File: src/rtl/buffer_access_ctrl.sv
// Shares one 64-bit word buffer between a DMA-side loader (word writes) and a
// PE-side reader (byte/word reads). Round-robin arbitration, one op in flight.
module buffer_access_ctrl #(
    parameter int BuffDepth = 256,
    parameter int ByteAddrW = $clog2(BuffDepth),
    parameter int WordAddrW = $clog2(BuffDepth / 8)
) (
    input  logic                 clk,
    input  logic                 rst,
    input  logic                 ld_valid,
    output logic                 ld_ready,
    input  logic [WordAddrW-1:0] ld_addr,
    input  logic [63:0]          ld_data,
    input  logic                 rd_valid,
    output logic                 rd_ready,
    input  logic                 rd_mode,
    input  logic [ByteAddrW-1:0] rd_addr,
    output logic                 rsp_valid,
    input  logic                 rsp_ready,
    output logic [63:0]          rsp_data,
    output logic                 buf_write_en,
    output logic                 buf_read_en,
    output logic                 buf_addr_mode,
    output logic [ByteAddrW-1:0] buf_byte_addr,
    output logic [WordAddrW-1:0] buf_word_addr,
    output logic [63:0]          buf_word_in,
    output logic [7:0]           buf_byte_in,
    input  logic [63:0]          buf_word_out
);

    typedef enum logic [1:0] {IDLE, ISSUE, CAPT, RESP} state_t;

    typedef struct packed {
        logic                 is_rd;
        logic                 word_mode;
        logic [WordAddrW-1:0] widx;
        logic [2:0]           off;
        logic [63:0]          wdata;
    } req_t;

    localparam logic GNT_LD = 1'b0;
    localparam logic GNT_RD = 1'b1;

    state_t state, state_nxt;
    req_t   req;
    logic   last_grant;
    logic   ld_gnt, rd_gnt;

    always_ff @(posedge clk) begin
        if (rst) state <= IDLE;
        else     state <= state_nxt;
    end

    // Grants are only issued from IDLE; on a tie the side not served last wins.
    always_comb begin
        state_nxt = state;
        ld_gnt    = 1'b0;
        rd_gnt    = 1'b0;
        case (state)
            IDLE: begin
                if (ld_valid && (!rd_valid || last_grant == GNT_RD)) ld_gnt = 1'b1;
                else if (rd_valid)                                   rd_gnt = 1'b1;
                if (ld_gnt || rd_gnt) state_nxt = ISSUE;
            end
            ISSUE:   state_nxt = req.is_rd ? CAPT : IDLE;
            CAPT:    state_nxt = RESP;
            RESP:    if (rsp_ready) state_nxt = IDLE;
            default: state_nxt = IDLE;
        endcase
    end

    assign ld_ready = ld_gnt;
    assign rd_ready = rd_gnt;

    always_ff @(posedge clk) begin
        if (rst) begin
            last_grant   <= GNT_RD;
            req          <= '0;
            buf_write_en <= 1'b0;
            buf_read_en  <= 1'b0;
            rsp_valid    <= 1'b0;
            rsp_data     <= '0;
        end else begin
            // Strobes are high exactly for the ISSUE cycle following a grant.
            buf_write_en <= ld_gnt;
            buf_read_en  <= rd_gnt;
            if (ld_gnt) begin
                last_grant <= GNT_LD;
                req.is_rd  <= 1'b0;
                req.widx   <= ld_addr;
                req.wdata  <= ld_data;
            end
            if (rd_gnt) begin
                last_grant    <= GNT_RD;
                req.is_rd     <= 1'b1;
                req.word_mode <= rd_mode;
                req.widx      <= rd_addr[ByteAddrW-1:3];
                req.off       <= rd_addr[2:0];
            end
            if (state == CAPT) begin
                rsp_valid <= 1'b1;
                rsp_data  <= req.word_mode ? buf_word_out
                                           : {56'd0, buf_word_out[{req.off, 3'b000} +: 8]};
            end else if (state == RESP && rsp_ready) begin
                rsp_valid <= 1'b0;
            end
        end
    end

    // The buffer is always driven in word mode; address buses track the captured index.
    assign buf_addr_mode = 1'b1;
    assign buf_byte_in   = 8'd0;
    assign buf_word_addr = req.widx;
    assign buf_byte_addr = {req.widx, 3'b000};
    assign buf_word_in   = req.wdata;

endmodule

File: config.mk
export PLATFORM = sky130hd
export DESIGN_NAME = buffer_access_ctrl
export DESIGN_NICKNAME = d
export VERILOG_FILES = /design/src/rtl/buffer_access_ctrl.sv
export SDC_FILE = /design/constraint.sdc
export NUM_CORES = 1
export LEC_CHECK = 0
export BUFFER_PORTS_ARGS = -buffer_cell sky130_fd_sc_hd__buf_2
export CAP_MARGIN = 20
export CORE_MARGIN = 3
export CORE_UTILIZATION = 36
export DETAILED_ROUTE_END_ITERATION = 8
export PLACE_DENSITY = 0.76
export SETUP_SLACK_MARGIN = 0.3
export SYNTH_ARGS = -nofsm -noshare
export SYNTH_HDL_FRONTEND = slang
export SYNTH_SLANG_ARGS = --single-unit
File: constraint.sdc
create_clock -name clk -period 1.9 [get_ports clk]
set_input_delay 0.38 -clock clk [delete_from_list [all_inputs] [get_ports clk]]
set_output_delay 0.38 -clock clk [all_outputs]
set_load 0.005 [all_outputs]
==> flow_metrics.py <==
metrics = {
    "critical_path": {
        "endpoint_kind": "primary output",
        "start_kind": "register",
        "cp_data_arrival_time_ns": 1.21,
        "crit_type": "register to primary output",
        "critPathRequiredTime_ns": 1.52,
        "worstPathMaxFanout": 4,
    },
    "sta": {
        "max_slew_margin_pct": 63.0,
        "hold_viol": 0,
        "worst_slack_ns": 0.314,
        "tightest_slew_ns": 0.553,
        "fin_crit_ns": 1.59,
        "rsz0062_at_grt": "yes",
        "setup_viol": 0,
        "clock.fmax_ghz": 0.631,
        "fin_skew_ns": 0.0102,
        "finalCritPeriodShare_pct": 83.5,
        "fin_setup_tns_ns": 0,
        "worst_hold_slack_ns": 0.182,
        "slew_viol_final": 0,
    },
    "cts": {
        "path_clk_slew_ns": 0.06,
        "cts_tree": "done",
        "root_buffer": "clkbuf_16",
        "clk-insertion-delay-late_ns": 0.42,
        "clock_path_buffers": 2,
        "h-tree-depth": 4,
        "postCtsHoldBufs": 0,
        "cts_sinks": 144,
        "cts_buffers": 17,
    },
    "status": {
        "status": "complete, no violations",
    },
    "routing": {
        "dr.pass1.iters": 6,
        "wl_um": 19200,
        "vias_per_cell": 4.96,
        "wire_per_inst_um": 15.8,
        "drt_iter0_markers": 448,
        "drc": 0,
        "via_count": 6047,
        "ant_nets": 0,
    },
    "cells_and_area": {
        "layout.nets": 1131,
        "drive_gt1_share_pct": 35.5,
        "area_growth_pct": 27.0,
        "final_cell_area_mm2": 0.00805,
        "fillers": 1680,
    },
    "yosys": {
        "syn_avg_cell_area_um2": 8.01,
        "ys_types": 27,
        "yosys_warnings": 0,
        "synth_area_leaders": "dfxtp_1, nand2_1, buf_4",
        "yosys.area.top_type": "dfxtp_1",
        "netlist_instances": 792,
        "synth_seq_area_share_pct": 45.5,
        "synth_top_area_share_pct": 45.5,
        "synth_seq_cells": 144,
        "syn_area_mm2": 0.00634,
    },
    "placement": {
        "hpwlAfterDp_um": 13300,
        "dp_worst_setup_slack_ns": 0.364,
        "place_area_mm2": 0.00733,
        "port_buffers": 289,
        "place.gp.congestion": 0.874,
    },
    "power": {
        "vdd_drop_max_mv": 0.579,
        "power_density_mw_per_mm2": 912,
        "leakage_nw": 3.64,
    },
    "floorplan": {
        "coreArea_mm2": 0.0169,
        "initial_core_util_pct": 37.4,
        "die_w_um": 139,
        "num_rows": 47,
        "dieArea_mm2": 0.0192,
        "die_h_um": 139,
        "ios": 302,
    },
    "global_route": {
        "antenna_found_initial": 3,
        "grt_overflow": 0,
        "first_global_vias": 5635,
        "grt_pass1_wl_um": 29400,
        "gr-usage-all-layers_pct": 18.8,
        "grt_max_degree": 69,
    },
    "run": {
        "cap_violations": 0,
    },
    "worst_hold_path": {
        "min_path_type": "input pin to register",
    },
}
[final timing paths]
| kind | startpoint | to | slack, ns | cells past startpoint |
|---|---|---|---|---|
| worst max-delay path | register | ld_ready | 0.31 | 4 |
| worst min-delay path | ld_addr[0] | buf_word_addr[0]$_SDFFE_PP0P_ | 0.18 | 2 |
| worst max register to register | register | buf_word_addr[3]$_SDFFE_PP0P_ | 0.42 | 6 |
| worst min register to register | buf_word_in[55]$_SDFFE_PP0P_ | buf_word_in[55]$_SDFFE_PP0P_ | 0.45 | 2 |
[repair_timing]
item | 4_1_cts | 5_1_grt
pin swaps | 3 | 3
endpoints found under the hold margin | 0 | 0
gates resized for setup | 11 | 6
setup buffers | 5 | 3
gates cloned | 0 | 1
setup endpoints to repair | 2 | 18
[cells by family (layout without fill, tap and decap cells)]
group	count (synthesis)	after routing	share of synthesized area [%]
and+or+nand+nor	307	307	20.7
AOI/OAI and AO/OA	159	159	13.5
muxes	32	32	5.05
other	2	15	0.118
DFF	144	144	45.5
buffers and inverters	148	343	15.2
[cells in the mapped netlist]
cell type	n
nand3b_1	1
nand2_1	205
nand3_1	72
buf_1	3
or2_2	1
buf_4	99
a221o_1	3
nor2_4	1
and2_1	3
conb_1	2
a211o_1	1
buf_2	16
clkbuf_1	26
buf_6	2
nand3_2	2
and3_1	8
mux2i_1	32
or3_1	1
nor2b_1	3
nand2b_1	3
dfxtp_1	144
nor2_1	7
o22ai_1	8
inv_2	2
a22oi_1	8
a222oi_1	2
a21oi_1	137
[per-stage QoR]
stage | cells | power, mW | utilization, %
after global placement | 1176 | 4.15 | 43.3
after CTS | 1213 | 7.39 | 47.1
after detailed placement | 1176 | 4.15 | 43.3
after global routing | 1220 | 7.65 | 47.5
after floorplan | 802 | 3.89 | -
final | 1220 | 7.34 | 47.5
[state kept, by name (all words and copies together) (netlist names), named ones only]
register and cells:
buf_read_en 1, buf_word_addr 5, buf_word_in 64, buf_write_en 1, last_grant 1, req 5
rsp_data 64, rsp_valid 1, state 1
[final cells by class]
| class | count | area [µm²] | share of cell area, % |
|---|---|---|---|
| Antenna cell | 3 | 7.51 | 0.0933 |
| Timing Repair Buffer | 309 | 1720 | 21.4 |
| Inverter | 2 | 17.5 | 0.218 |
| Clock inverter | 12 | 108 | 1.34 |
| Sequential cell | 144 | 2890 | 35.9 |
| Clock buffer | 20 | 457 | 5.67 |
| Tap cell | 220 | 275 | 3.42 |
| Multi-Input combinational cell | 510 | 2570 | 31.9 |
[cell usage in the layout (no fill, tap or decap), types with 2 or more instances in the layout]
cell        synthesis  layout
clkinv_2            0       4
clkinvlp_4          0       3
nand2_1           205     205
o22ai_1             8       8
a221o_1             3       3
and3_1              8       8
buf_2              16     286
nand3_4             0       2
mux2i_1            32      32
clkbuf_16           0      18
a21oi_1           137     137
a22oi_1             8       8
inv_6               0       3
diode_2             0       3
nand3_1            72      72
and2_1              3       3
buf_4              99      13
conb_1              2      12
buf_12              0       6
dfxtp_4             0       2
clkinv_4            0       3
dfxtp_2             0       2
clkbuf_8            0       2
dfxtp_1           144     140
a222oi_1            2       2
buf_6               2       2
nor2_1              7       7
[power by group]
part	total [mW]	internal, mW	leakage (nW)	switching [mW]
logic	0.938	0.410	2.19	0.528
clock network	3.19	1.87	0.273	1.32
registers	3.21	3.14	1.17	0.0674
[critical path, stage by stage (launching register included)]
cell and delay (ns):
dfxtp_4 0.36, nor2_4 0.17, nand3_4 0.11, clkinv_4 0.07
buf_6 0.09
[layer usage]
layer  share of wire [%]  GRT usage [%]
met1                  42           23.6
met2                  49           31.1
met3                 7.3           4.66
met4                 2.0           7.57
met5                   0              0
No activity file was read; power rests on OpenSTA's default activity.
